`config.mk`:
```
export PLATFORM = sky130hd
export DESIGN_NAME = simple_ctrl_seq
export DESIGN_NICKNAME = d
export VERILOG_FILES = /design/src/rtl/simple_ctrl_seq.sv
export SDC_FILE = /design/constraint.sdc
export NUM_CORES = 1
export LEC_CHECK = 0
export ABC_AREA = 0
export BUFFER_PORTS_ARGS = -buffer_cell sky130_fd_sc_hd__buf_2
export CORE_UTILIZATION = 30
export CTS_BUF_LIST = sky130_fd_sc_hd__clkbuf_2
export CTS_CLUSTER_SIZE = 12
export DETAILED_ROUTE_END_ITERATION = 12
export PLACE_DENSITY = 0.6
export SYNTH_ARGS = -nofsm -noshare
export SYNTH_HDL_FRONTEND = slang
export SYNTH_SLANG_ARGS = --single-unit
export TNS_END_PERCENT = 20
```
`constraint.sdc`:
```
create_clock -name clock -period 4.5 [get_ports clock]
set_input_delay 0.45 -clock clock [delete_from_list [all_inputs] [get_ports clock]]
set_output_delay 0.45 -clock clock [all_outputs]
set_load 0.01 [all_outputs]
```
`src/rtl/simple_ctrl_seq.sv`:
```
// simple_ctrl_seq: SIMPLE CPU control unit -- run/stop/halt FSM, 5-phase sequencer with memory
// wait states on P1/P4, and instruction decode. Define SIMPLE_CTRL_STEP_EN to add the single-step input.
module simple_ctrl_seq #(
  parameter int MEM_WAIT = 0,
  parameter int PHASE_W  = 5
) (
  input  logic               clock,
  input  logic               reset,
  input  logic               exec,
`ifdef SIMPLE_CTRL_STEP_EN
  input  logic               step,
`endif
  input  logic [15:0]        instruction,
  input  logic [3:0]         SZCV,
  output logic [PHASE_W-1:0] phase,
  output logic               running,
  output logic               halted,
  output logic               updateInstruction,
  output logic               updateSZCV,
  output logic               updatePC,
  output logic               addressSrc,
  output logic               regDst,
  output logic               ALUSrcAR,
  output logic               ALUSrcBR,
  output logic               DRSrc,
  output logic               outputEnable,
  output logic               inputEnable,
  output logic               memWrite,
  output logic               branch,
  output logic               regWrite,
  output logic               memToReg,
  output logic [3:0]         ALUOp
);

  typedef enum logic [1:0] {ST_IDLE, ST_RUN, ST_HALTED} state_e;

  localparam logic [PHASE_W-1:0] P1        = PHASE_W'(1);
  localparam logic [3:0]         WAIT_LAST = 4'(MEM_WAIT);

  state_e               state_q, state_d;
  logic [PHASE_W-1:0]   phase_q, phase_d;
  logic [3:0]           wait_q, wait_d;
  logic                 stop_q, stop_d;
  logic                 single_q, single_d;

  logic [1:0] cls;
  logic [3:0] op;
  logic [2:0] sub;
  logic [2:0] cond;
  logic       flag_s, flag_z, flag_v;

  logic is_alu, is_shift, is_in, is_out, is_halt;
  logic is_ld, is_st, is_li, is_b, is_bcc;
  logic br_taken;
  logic ph1, ph2, ph3, ph4, ph5;
  logic phase_last;
  logic run_now;

  // The carry flag and the low instruction nibble are not consumed by this unit.
  logic unused_ok;
  assign unused_ok = ^{instruction[3:0], SZCV[1]};

  assign cls    = instruction[15:14];
  assign op     = instruction[7:4];
  assign sub    = instruction[13:11];
  assign cond   = instruction[10:8];
  assign flag_s = SZCV[3];
  assign flag_z = SZCV[2];
  assign flag_v = SZCV[0];

  assign is_alu   = (cls == 2'b11) && !op[3];
  assign is_shift = (cls == 2'b11) && (op[3:2] == 2'b10);
  assign is_in    = (cls == 2'b11) && (op == 4'b1100);
  assign is_out   = (cls == 2'b11) && (op == 4'b1101);
  assign is_halt  = (cls == 2'b11) && (op == 4'b1111);
  assign is_ld    = (cls == 2'b00);
  assign is_st    = (cls == 2'b01);
  assign is_li    = (cls == 2'b10) && (sub == 3'b000);
  assign is_b     = (cls == 2'b10) && (sub == 3'b100);
  assign is_bcc   = (cls == 2'b10) && (sub == 3'b111);

  always_comb begin
    br_taken = 1'b0;
    if (is_b) begin
      br_taken = 1'b1;
    end else if (is_bcc) begin
      case (cond)
        3'b000:  br_taken = flag_z;
        3'b001:  br_taken = flag_s ^ flag_v;
        3'b010:  br_taken = flag_z | (flag_s ^ flag_v);
        3'b011:  br_taken = !flag_z;
        default: br_taken = 1'b0;
      endcase
    end
  end

  assign ph1 = phase_q[0];
  assign ph2 = phase_q[1];
  assign ph3 = phase_q[2];
  assign ph4 = phase_q[3];
  assign ph5 = phase_q[4];

  // Only the memory phases P1 and P4 stretch; every other phase is a single cycle.
  assign phase_last = (ph1 || ph4) ? (wait_q == WAIT_LAST) : 1'b1;
  assign run_now    = (state_q == ST_RUN);

  always_comb begin
    state_d  = state_q;
    phase_d  = phase_q;
    wait_d   = wait_q;
    stop_d   = stop_q;
    single_d = single_q;
    case (state_q)
      ST_IDLE, ST_HALTED: begin
        if (exec) begin
          state_d  = ST_RUN;
          phase_d  = P1;
          wait_d   = '0;
          stop_d   = 1'b0;
          single_d = 1'b0;
        end
`ifdef SIMPLE_CTRL_STEP_EN
        else if (step) begin
          state_d  = ST_RUN;
          phase_d  = P1;
          wait_d   = '0;
          stop_d   = 1'b0;
          single_d = 1'b1;
        end
`endif
      end
      ST_RUN: begin
        stop_d = stop_q | exec;
        if (!phase_last) begin
          wait_d = wait_q + 4'd1;
        end else begin
          wait_d = '0;
          if (ph5) begin
            // Instruction boundary: HALT outranks a pending stop; exec seen on exit is dropped.
            if (is_halt) begin
              state_d  = ST_HALTED;
              phase_d  = '0;
              stop_d   = 1'b0;
              single_d = 1'b0;
            end else if (stop_q || single_q) begin
              state_d  = ST_IDLE;
              phase_d  = '0;
              stop_d   = 1'b0;
              single_d = 1'b0;
            end else begin
              phase_d = P1;
            end
          end else begin
            phase_d = phase_q << 1;
          end
        end
      end
      default: begin
        state_d  = ST_IDLE;
        phase_d  = '0;
        wait_d   = '0;
        stop_d   = 1'b0;
        single_d = 1'b0;
      end
    endcase
  end

  always_ff @(posedge clock) begin
    if (reset) begin
      state_q  <= ST_IDLE;
      phase_q  <= '0;
      wait_q   <= '0;
      stop_q   <= 1'b0;
      single_q <= 1'b0;
    end else begin
      state_q  <= state_d;
      phase_q  <= phase_d;
      wait_q   <= wait_d;
      stop_q   <= stop_d;
      single_q <= single_d;
    end
  end

  assign phase   = phase_q;
  assign running = run_now;
  assign halted  = (state_q == ST_HALTED);

  always_comb begin
    updateInstruction = 1'b0;
    updateSZCV        = 1'b0;
    updatePC          = 1'b0;
    addressSrc        = 1'b0;
    regDst            = 1'b0;
    ALUSrcAR          = 1'b0;
    ALUSrcBR          = 1'b0;
    DRSrc             = 1'b0;
    outputEnable      = 1'b0;
    inputEnable       = 1'b0;
    memWrite          = 1'b0;
    branch            = 1'b0;
    regWrite          = 1'b0;
    memToReg          = 1'b0;
    ALUOp             = 4'b0000;
    if (run_now) begin
      updateInstruction = ph1 && phase_last;
      updateSZCV        = ph3;
      updatePC          = ph5;
      addressSrc        = ph4;
      regDst            = ph2 && is_ld;
      ALUSrcAR          = ph3 && (cls == 2'b11);
      ALUSrcBR          = ph3 && (cls != 2'b10);
      DRSrc             = ph3 && (cls == 2'b11) && op[3];
      outputEnable      = ph3 && is_out;
      inputEnable       = ph4 && is_in;
      memWrite          = ph4 && is_st;
      branch            = ph4 && phase_last && br_taken;
      regWrite          = ph5 && (is_alu || is_shift || is_in || is_ld || is_li);
      memToReg          = ph5 && (is_ld || is_in);
      if (cls == 2'b11) begin
        ALUOp = op;
      end else if (is_li) begin
        ALUOp = 4'b0110;
      end
    end
  end

endmodule

```
# ---- Word level (Yosys, flattened, before mapping)
# Index checks and enable logic that the tools add are counted.
dict set report op_classes {
  add_sub_neg 1
  n_eq_ne 19
  muxes 47
  bitwise_logic 3
  n_reduce_logical 37
}
# op n
set op_table {}
lappend op_table {{$mux W1} 28}
lappend op_table {{$logic_and A1 B1 Y1} 20}
lappend op_table {{$mux W4} 4}
lappend op_table {{$mux W5} 3}
lappend op_table {{$eq A4 B4 Y1 const B} 3}
lappend op_table {{$mux W2} 5}
lappend op_table {{$pmux W5 S2} 1}
lappend op_table {{$eq A2 B2 Y1 const B} 4}
lappend op_table {{$pmux W4 S2} 1}
lappend op_table {{$logic_or A1 B1 Y1} 7}
lappend op_table {{$eq A3 B2 Y1 const B} 2}
lappend op_table {{$eq A3 B3 Y1 const B} 2}
lappend op_table {{$logic_not A3 Y1} 2}
lappend op_table {{$add A4 B1 Y4 const B} 1}
lappend op_table {{$eq A2 B1 Y1 const B} 2}
lappend op_table {{$logic_not A2 Y1} 2}
lappend op_table {{$logic_not A4 Y1} 1}
lappend op_table {{$ne A2 B1 Y1 const B} 2}
lappend op_table {{$ne A2 B2 Y1 const B} 2}
lappend op_table {{$pmux W1 S2} 2}
lappend op_table {{$pmux W1 S4} 1}
lappend op_table {{$pmux W2 S2} 1}
lappend op_table {{$reduce_and A4 Y1} 1}
lappend op_table {{$eq A3 B1 Y1 const B} 1}
lappend op_table {{other kinds (7)} 9}
dict set report totals {
  register_bits 13
  input_bits 23
  elab_cells 112
}

# ---- Depth between registers and ports, before layout
# Gate-level depths: netlist (run 1).
dict set report depth {
  ltp_word 8
  depth_mapped 5
  mapped_depth_nobuf 5
}

# ---- Worst setup path before layout (run 1)
# Ideal clock, no wire load.
dict set report synth_timing {
  path_type {register -> output}
  start {register wait_q[0]}
  end {output port branch}
  arrival_ns 1.338
  required_time_ns 4.050
  path_slack_ns 2.712
  stages_incl_launch_ff 6
  path_buffers 0
  path_cell_list {dfxtp_1 > inv_1 > ha_1 > nor3b_2 > o2111ai_1 > a211oi_1}
}
dict set report synth_between {
  elab_chain_len 5
}
# item line_no
set synth_lines {}
lappend synth_lines {{start, declared} 42} ;# logic [3:0] wait_q, wait_d;
lappend synth_lines {{start signal, assigned} 178} ;# wait_q <= wait_d;
lappend synth_lines {{$logic_not A4 Y1} 104} ;# assign phase_last = (ph1 || ph4) ? (wait_q == WAIT_LAST) : 1'b1;
lappend synth_lines {{$mux W1} 104}
lappend synth_lines {{$logic_and A1 B1 Y1 (2 in series)} 216} ;# branch = ph4 && phase_last && br_taken;
lappend synth_lines {{$mux W1} 204} ;# if (run_now) begin
lappend synth_lines {{end, declared} 29} ;# output logic branch,
# No other way between the ends.

# ---- Final worst setup path (run 1)
# Same ends and word-level chain as after synthesis.

==> results.toml, run 1 <==
[grt]
grt_pass1_vias = 951
maximum_number_of_pins_on_one_net_before_global_route_repair = 16
number_of_antenna_violations_at_the_first_check_in_global_routing = 0
grt_pass1_wl_um = 4181
groute.usage.overall = 0.1601
grt_overflow = 0

[timing]
worst_pin_slew_ns = 0.4948
timing_max_transition_violations_final = 0
fin_crit_sh = 0.5039
achievable-frequency_mhz = 441.0
max_slew_margin = 0.6697
setup_tns_ns = 0
grt_setup_unrepaired = "false"
final_hold_violating_endpoints = 0
setup_viol_count_final = 0
finalClockSkew_ns = 0.003256
period_minus_ws_final_ns = 2.268

[power]
total_power_mw = 0.2211
netSwitchingPower_mw = 0.07000
power-per-cell-area_nw_per_um2 = 192.3
worst_ir_drop_vdd_mv = 0.1294
clock_share_of_power = 0.228
leakage_nw = 0.5603
p_int_mw = 0.1511
power.switching_fraction = 0.3166
power_frac_seq = 0.524
gate_power_share = 0.249

[placed_design]
place.detailed.hpwl_um = 1993
gp_congestion = 0.7959
port-buffer-count = 42

[drt]
met3WireLength_um = 82
detail_route.first_pass.iterations = 4
vias_per_cell = 5.266
drc_violations_left = 0
dr.max_layer_used = "met4"
drt-initial-drc-count = 22
routed-wl-met2_um = 1274
route.vias.total = 969
wl_met1_um = 1142
antenna_left = 0
drt-wirelength-per-cell_um = 13.65
drt-total-wl_um = 2512

[cells_and_area]
num_antenna_cells = 0
final_net_count = 180
filler_cell_count = 310
post_route_cells_drive_above_1_share = 0.3399
syn_to_final_growth_pct = 26.41

[setup_path]
worstReg2RegEnd = "phase[4]"
worst_setup_path_type = "reg -> out"
crit-reg2reg-launch = "wait_q[0]"
cp-start-kind = "flip-flop"
worstSetupEndpoint = "branch"
worst-endpoint-required_ns = 4.05
timing.critical_path.from = "wait_q[0]"
critical_path.max_fanout = 7
setup.reg_to_reg.worst_slack_ns = 2.78
cp.arrival_ns = 1.82
critPathCaptureType = "output pin"
worst-r2r-cell-count = 5

[yosys]
synthesis.nets = 137
avgSynthCellArea_um2 = 8.122
netlist_area_um2 = 909.6
sequential_element_share_of_the_synthesized_area = 0.2641
synth_enable_flop_cells = 0
synth_cell_types = 43
synth_ff_type = "sky130_fd_sc_hd__dfxtp_1"
yosys_register_bits = 12
synthCells = 112
share_of_async_settable_or_async_resettable_flops_after_synthesis = 0
synth_warnings = 0

[clock_network]
ctsLongestPathBuffers = 2
worst_setup_hold_path_clk_slew_ns = 0.10
clock_latency_ns = 0.25
tritoncts = "built"
cts_repair_resize_count = 0
clock-root-buffer = "sky130_fd_sc_hd__clkbuf_2"
cts-hold-fix-buffers = 0
cts-buffers-inserted = 3
cts_h_tree_lvls = 1
postCtsSetupRepairBufs = 0
cts.sink_count = 12

[hold_path]
class_of_the_worst_hold_path = "in -> reg"
holdCritStartpoint = "exec"

[floorplan]
die_height_um = 57.07
dieArea_um2 = 3256
fp.coreArea_um2 = 2805
pin_count = 48
die_w_um = 57.07
num_rows = 19
initial_utilization = 0.3243

[flow_run]
drv_cap = 0

[run_status]
outcome = "complete, no violations"
-- placed cells by master (no fill, tap or decap), types with 2 or more instances in the layout --
master / instances
sky130_fd_sc_hd__buf_2: 42
sky130_fd_sc_hd__dfxtp_1: 12
sky130_fd_sc_hd__nor2_1: 10
sky130_fd_sc_hd__inv_1: 9
sky130_fd_sc_hd__nand2_1: 9
sky130_fd_sc_hd__nor3_1: 7
sky130_fd_sc_hd__nor2b_1: 5
sky130_fd_sc_hd__nand3b_1: 5
sky130_fd_sc_hd__and3_1: 4
sky130_fd_sc_hd__a21oi_1: 3
sky130_fd_sc_hd__xor2_1: 3
sky130_fd_sc_hd__o2111ai_1: 3
sky130_fd_sc_hd__a211oi_1: 3
sky130_fd_sc_hd__mux2i_1: 3
sky130_fd_sc_hd__clkbuf_2: 3
sky130_fd_sc_hd__o21ai_0: 2
sky130_fd_sc_hd__o211ai_1: 2
sky130_fd_sc_hd__nor3b_1: 2
sky130_fd_sc_hd__nand2b_1: 2
sky130_fd_sc_hd__ha_1: 2
-- power groups by stage --
stage,clock [mW],sequential [mW],combinational (mW)
after floorplan,0,0.116,0.0368
after global placement,0,0.118,0.0534
after detailed placement,0,0.118,0.0549
after CTS,0.0526,0.116,0.0553
after global routing,0.0566,0.117,0.0610
final,0.0504,0.116,0.0549
-- area by class of cell --
| class | instances | area (um2) | area share |
|---|---|---|---|
| multi-input cells | 87 | 611.8 | 0.5321 |
| flip-flops and latches | 12 | 240.2 | 0.2089 |
| repair buffers | 42 | 210.2 | 0.1828 |
| well taps | 31 | 38.79 | 0.03373 |
| inverters | 9 | 33.78 | 0.02938 |
| clock buffers | 3 | 15.01 | 0.01306 |
-- state kept, by name, indices dropped and copies added, names as in the netlist --
signal and cells:
stop_q 1, phase 5, state_q 2, wait_q 4
-- cells by family after synthesis --
logic type | synth area share
flip-flops | 0.2641
AO/OA/AOI/OAI | 0.2036
multiplexers | 0.06189
XOR/XNOR | 0.03852
adder cells (fa/ha/maj) | 0.02751
buffers and inverters | 0.06327
AND/OR/NAND/NOR | 0.3411
-- worst max-delay path, stage by stage (launching register included) --
cell,delay [ns]
sky130_fd_sc_hd__dfxtp_1,0.35
sky130_fd_sc_hd__inv_1,0.09
sky130_fd_sc_hd__ha_1,0.14
sky130_fd_sc_hd__nor3b_2,0.43
sky130_fd_sc_hd__o2111ai_1,0.18
sky130_fd_sc_hd__a211oi_1,0.20
sky130_fd_sc_hd__buf_2,0.17
-- worst min path at each step --
stage / slack, ns / end / cells after the start
2_1_floorplan: 0.49 / stop_q / 2
3_3_place_gp: 0.50 / phase[1] / 2
3_5_place_dp: 0.52 / stop_q / 2
4_1_cts: 0.52 / state_q[1] / 3
5_1_grt: 0.52 / state_q[1] / 3
6_report: 0.53 / stop_q / 3
-- through the flow --
step                hold slack, ns  worst slack (ns)  cells    util  cell area [um2]
floorplan                   0.4900             2.712    112       -            909.6
detailed placement          0.5193             2.527    181  0.4046             1135
global route                0.5249             2.096    184  0.4099             1150
finish                      0.5284             2.232    184  0.4099             1150
global placement            0.5047             2.535    181  0.4046             1135
CTS                         0.5168             2.209    184  0.4099             1150
-- layer usage --
metal  GRT usage  up-vias
met4     0.03484        0
met5           0        -
li1            -      492
met1      0.1992      459
met2      0.2824       16
met3     0.03628        2
-- synth_stat cells (3+ instances only) --
library cell                number  area, um2
sky130_fd_sc_hd__mux2i_1         3      30.03
sky130_fd_sc_hd__nor3_1          7      35.03
sky130_fd_sc_hd__xor2_1          3      26.28
sky130_fd_sc_hd__inv_1           9      33.78
sky130_fd_sc_hd__and3_1          4      25.02
sky130_fd_sc_hd__nor2b_1         5      31.28
sky130_fd_sc_hd__o2111ai_1       3      26.28
sky130_fd_sc_hd__a211oi_1        3      22.52
sky130_fd_sc_hd__nand3b_1        5      37.54
sky130_fd_sc_hd__nand2_1         9      33.78
sky130_fd_sc_hd__nor2_1         10      37.54
sky130_fd_sc_hd__a21oi_1         3      15.01
sky130_fd_sc_hd__dfxtp_1        12      240.2
(Power assumes the default switching activity.)
==> run 2: changes to the inputs <==
- clock period: 4.5 -> 2.37 ns (I/O delays scaled with it)
==> run 2 against run 1 <==
  * Clock skew rose by 0.0098 ns
  * Cell count rose by 0.54%
  * Sequential cell count did not move
  * Combinational power rose by 91%
  * Worst setup slack got worse by 1.9 ns
  * Non-clock buffer count did not move
  * Utilization rose by 0.13 points
  * Largest cell class unchanged
==> results.toml, run 2 (synthesized netlist as in run 1, its figures left out) <==
[run_status]
outcome = "complete, no violations"

[timing]
final_hold_violating_endpoints = 0
period_minus_ws_final_ns = 2.023
finalClockSkew_ns = 0.01303
setup_viol_count_final = 0
max_slew_margin = 0.6840
worst_pin_slew_ns = 0.4719
fin_hold_ws_ns = 0.3200
setup_tns_ns = 0
achievable-frequency_mhz = 494.4
grt_setup_unrepaired = "false"
timing_max_transition_violations_final = 0
fin_crit_sh = 0.8535

[setup_path]
critical_path.max_stage_delay_ns = 0.41
timing.critical_path.max_delay_family = "simple AND/OR/NAND/NOR gates"
worst-r2r-cell-count = 5
critPathCaptureType = "output pin"
cp-start-kind = "flip-flop"
timing.critical_path.buf_inv = 2
worstReg2RegEnd = "phase[4]"
worst_setup_path_type = "reg -> out"
worst-endpoint-required_ns = 2.13
setup.reg_to_reg.worst_slack_ns = 0.68
worst_path_cell_trace = "inv_1, ha_1, nor3b_2, o2111ai_1, a211oi_1, buf_2"
cp.arrival_ns = 1.79
crit_slowest_cell = "sky130_fd_sc_hd__nor3b_2"
critical_path.max_fanout = 7
crit-reg2reg-launch = "wait_q[0]"

[clock_network]
worst_setup_hold_path_clk_slew_ns = 0.11
postCtsSetupRepairBufs = 0
tritoncts = "built"
cts-buffers-inserted = 3
cts_repair_resize_count = 0
ctsLongestPathBuffers = 2
cts_h_tree_lvls = 1
cts-hold-fix-buffers = 0
clock_latency_ns = 0.27
clock-root-buffer = "sky130_fd_sc_hd__clkbuf_2"
cts.sink_count = 12

[drt]
drt-total-wl_um = 2474
antenna_left = 0
detail_route.first_pass.iterations = 4
vias_per_cell = 5.286
drc_violations_left = 0
route.vias.total = 978
drt-wirelength-per-cell_um = 13.37
drt-initial-drc-count = 36

[cells_and_area]
final_net_count = 180
num_antenna_cells = 0
largest_register_ffs = 5
syn_to_final_growth_pct = 26.82
final_common_cell = "sky130_fd_sc_hd__buf_2"
filler_cell_count = 306
post_route_cells_drive_above_1_share = 0.3377
most-common-layout-cells = "sky130_fd_sc_hd__buf_2 (42), sky130_fd_sc_hd__dfxtp_1 (12), sky130_fd_sc_hd__nor2_1 (10), sky130_fd_sc_hd__inv_1 (9), sky130_fd_sc_hd__nand2_1 (9)"

[hold_path]
worst_hold_path.endpoint = "state_q[1]"
class_of_the_worst_hold_path = "in -> reg"
holdCritStartpoint = "instruction[6]"
hold-path-cell-count = 3

[placed_design]
gp_congestion = 0.7965
port-buffer-count = 42
place.detailed.hpwl_um = 1919

[grt]
groute.usage.overall = 0.1584
grt_overflow = 0
maximum_number_of_pins_on_one_net_before_global_route_repair = 16
grt_pass1_wl_um = 4112
grt_pass1_vias = 930
number_of_antenna_violations_at_the_first_check_in_global_routing = 0

[power]
leakage_nw = 0.5618
worst_ir_drop_vdd_mv = 0.2716
power-per-cell-area_nw_per_um2 = 371.6
clock_share_of_power = 0.244
netSwitchingPower_mw = 0.1396
p_int_mw = 0.2891
total_power_mw = 0.4287
gate_power_share = 0.244
power.switching_fraction = 0.3256
power_frac_seq = 0.512

[floorplan]
fp.coreArea_um2 = 2805
die_w_um = 57.07
initial_utilization = 0.3243
dieArea_um2 = 3256
pin_count = 48
die_height_um = 57.07
num_rows = 19

[flow_run]
drv_cap = 0
==> run 2: cell count changes in the layout (fill, tap and decap cells not counted), sizes merged <==
cell and change:
clkinv +1
==> run 2: worst min-delay path, cell delays in order <==
cell	delay, ns
sky130_fd_sc_hd__buf_2	0.12
sky130_fd_sc_hd__nand3_1	0.10
sky130_fd_sc_hd__o41ai_1	0.08
==> run 2: worst max path at each step <==
| stage | from | end | slack [ns] | depth (start not counted) |
|---|---|---|---|---|
| finish | wait_q[0] | branch | 0.35 | 6 |
| global route | wait_q[0] | branch | 0.11 | 6 |
| CTS | wait_q[0] | branch | 0.33 | 6 |
| detailed placement | wait_q[0] | branch | 0.63 | 6 |
| global placement | wait_q[0] | branch | 0.62 | 6 |
| floorplan | wait_q[0] | branch | 0.79 | 5 |
==> run 2: final cells by class <==
class                   count  area, um2  area share
clock inverters             1      3.754    0.003254
repair buffers             42      210.2      0.1822
flip-flops and latches     12      240.2      0.2082
clock buffers               3      15.01     0.01302
inverters                   9      33.78     0.02928
well taps                  31      38.79     0.03362
multi-input cells          87      611.8      0.5304
==> run 2: power by group through the flow <==
| stage | logic (mW) | clock network (mW) | registers, mW |
|---|---|---|---|
| global placement | 0.102 | 0 | 0.224 |
| CTS | 0.105 | 0.108 | 0.220 |
| floorplan | 0.0698 | 0 | 0.219 |
| global route | 0.116 | 0.118 | 0.222 |
| detailed placement | 0.103 | 0 | 0.224 |
| finish | 0.105 | 0.105 | 0.219 |
==> run 2: stage by stage <==
stage          std cells  utilization  instance area (um2)  setup WS [ns]
3_3_place_gp         181       0.4046                 1135         0.6177
2_1_floorplan        112            -                909.6         0.7949
5_1_grt              185       0.4112                 1154         0.1146
4_1_cts              185       0.4112                 1154         0.3280
3_5_place_dp         181       0.4046                 1135         0.6280
6_report             185       0.4112                 1154         0.3472
==> run 2: routing by layer <==
layer	wire length, um	GRT usage	vias up	share of wire
li1	-	-	491	-
met1	1032	0.1941	454	0.42
met2	1298	0.2773	27	0.52
met3	110	0.04308	6	0.044
met4	32	0.03484	0	0.013
met5	0	0	-	0
==> run 3: changes to the inputs <==
- CORE_UTILIZATION: 30 -> 46
- PLACE_DENSITY: 0.6 -> 0.84
==> run 3 against run 2 <==
  * Clock power is essentially flat
  * Fmax shrank 2.3%
  * Combinational power is essentially flat
  * Largest cell class unchanged
==> results.toml, run 3 (synthesized netlist as in run 1, its figures left out) <==
[timing]
finalClockSkew_ns = 0.008775
fin_crit_sh = 0.8738
period_minus_ws_final_ns = 2.071
timing_max_transition_violations_final = 0
max_slew_margin = 0.6750
setup_tns_ns = 0
setup_viol_count_final = 0
worst_pin_slew_ns = 0.4854
grt_setup_unrepaired = "false"
final_hold_violating_endpoints = 0
achievable-frequency_mhz = 482.9

[clock_network]
clock-root-buffer = "sky130_fd_sc_hd__clkbuf_2"
cts-buffers-inserted = 3
cts_repair_resize_count = 0
cts-hold-fix-buffers = 0
cts_h_tree_lvls = 1
ctsLongestPathBuffers = 2
clock_latency_ns = 0.27
postCtsSetupRepairBufs = 0
worst_setup_hold_path_clk_slew_ns = 0.12
tritoncts = "built"
cts.sink_count = 12

[floorplan]
num_rows = 15
fp.coreArea_um2 = 1783
dieArea_um2 = 2159
initial_utilization = 0.5102
pin_count = 48
die_w_um = 46.47
die_height_um = 46.47

[placed_design]
place.detailed.hpwl_um = 1858
port-buffer-count = 42
gp_congestion = 0.8041

[hold_path]
class_of_the_worst_hold_path = "in -> reg"

[power]
gate_power_share = 0.243
total_power_mw = 0.4304
power.switching_fraction = 0.3283
power_frac_seq = 0.511
clock_share_of_power = 0.246
p_int_mw = 0.2891
leakage_nw = 0.5618
worst_ir_drop_vdd_mv = 0.2996
netSwitchingPower_mw = 0.1413
power-per-cell-area_nw_per_um2 = 375.5

[setup_path]
critPathCaptureType = "output pin"
worst-endpoint-required_ns = 2.13
cp.arrival_ns = 1.83
worst_setup_path_type = "reg -> out"
timing.critical_path.buf_inv = 2
timing.critical_path.max_delay_family = "simple AND/OR/NAND/NOR gates"
critical_path.max_fanout = 7
cp-start-kind = "flip-flop"
critical_path.max_stage_delay_ns = 0.43
crit_slowest_cell = "sky130_fd_sc_hd__nor3b_2"
worst_path_cell_trace = "inv_1, ha_1, nor3b_2, o2111ai_1, a211oi_1, buf_2"

[grt]
grt_use_met3 = 0.04706
groute.usage.overall = 0.2299
grt_overflow = 0
maximum_number_of_pins_on_one_net_before_global_route_repair = 16
grt_pass1_wl_um = 3539
grt_pass1_vias = 818
globalRoute.busiestLayer = "met2"
number_of_antenna_violations_at_the_first_check_in_global_routing = 0
use_met2 = 0.3750
use_met1 = 0.3066

[cells_and_area]
most-common-layout-cells = "sky130_fd_sc_hd__buf_2 (42), sky130_fd_sc_hd__dfxtp_1 (12), sky130_fd_sc_hd__nor2_1 (10), sky130_fd_sc_hd__inv_1 (9), sky130_fd_sc_hd__nand2_1 (9)"
final_net_count = 180
largest_register_ffs = 5
multi_input_area_um2 = 611.8
syn_to_final_growth_pct = 26.00
filler_cell_count = 161
final-seq-area_um2 = 240.2
post_route_cells_drive_above_1_share = 0.3377
final_common_cell = "sky130_fd_sc_hd__buf_2"
num_antenna_cells = 0

[drt]
drt-total-wl_um = 2349
detail_route.first_pass.iterations = 4
drc_violations_left = 0
route.vias.total = 1005
vias_per_cell = 5.615
drt-initial-drc-count = 27
drt-wirelength-per-cell_um = 13.12
antenna_left = 0

[flow_run]
drv_cap = 0

[run_status]
outcome = "complete, no violations"
==> run 3: layout make-up <==
type | instances | area share
timing repair buffer | 42 | 0.1834
inverter | 9 | 0.02948
sequential | 12 | 0.2096
tap | 25 | 0.02729
clock inverter | 1 | 0.003275
clock buffer | 3 | 0.01310
multi-input combinational | 87 | 0.5338
==> run 3: worst reg2reg max path, cell delays in order (launching register included) <==
cell and delay, ns:
sky130_fd_sc_hd__dfxtp_1 0.36, sky130_fd_sc_hd__inv_1 0.09, sky130_fd_sc_hd__ha_1 0.15, sky130_fd_sc_hd__nor3b_2 0.43
sky130_fd_sc_hd__o32a_4 0.30, sky130_fd_sc_hd__mux2_4 0.30
==> run 3: per-stage QoR <==
step,std cells,area [um2],hold slack (ns),util,setup slack [ns]
after detailed placement,175,1127,0.5270,0.6323,0.6209
after floorplan,112,909.6,0.4090,-,0.7949
final,179,1146,0.2975,0.6428,0.2991
after global routing,179,1146,0.3064,0.6428,0.1429
after CTS,179,1146,0.2807,0.6428,0.3022
after global placement,175,1127,0.4930,0.6323,0.6662
==> run 3: worst paths after layout <==
kind	from	to	slack, ns	depth (start not counted)
setup / recovery	wait_q[0]	branch	0.30	6
hold / removal	instruction[6]	state_q[1]	0.30	3
setup reg to reg	wait_q[0]	phase[4]	0.65	5
hold reg to reg	phase[1]	phase[1]	0.55	2
==> run 3: layer usage <==
metal	wire, um	vias up
li1	-	495
met5	0	-
met4	10	0
met2	1126	31
met3	99	4
met1	1113	475
==> run 3: power by group through the flow <==
stage	sequential, mW	combinational (mW)	clock [mW]
2_1_floorplan	0.219	0.0698	0
3_3_place_gp	0.223	0.100	0
3_5_place_dp	0.224	0.103	0
4_1_cts	0.220	0.104	0.109
5_1_grt	0.221	0.114	0.115
6_report	0.220	0.105	0.106
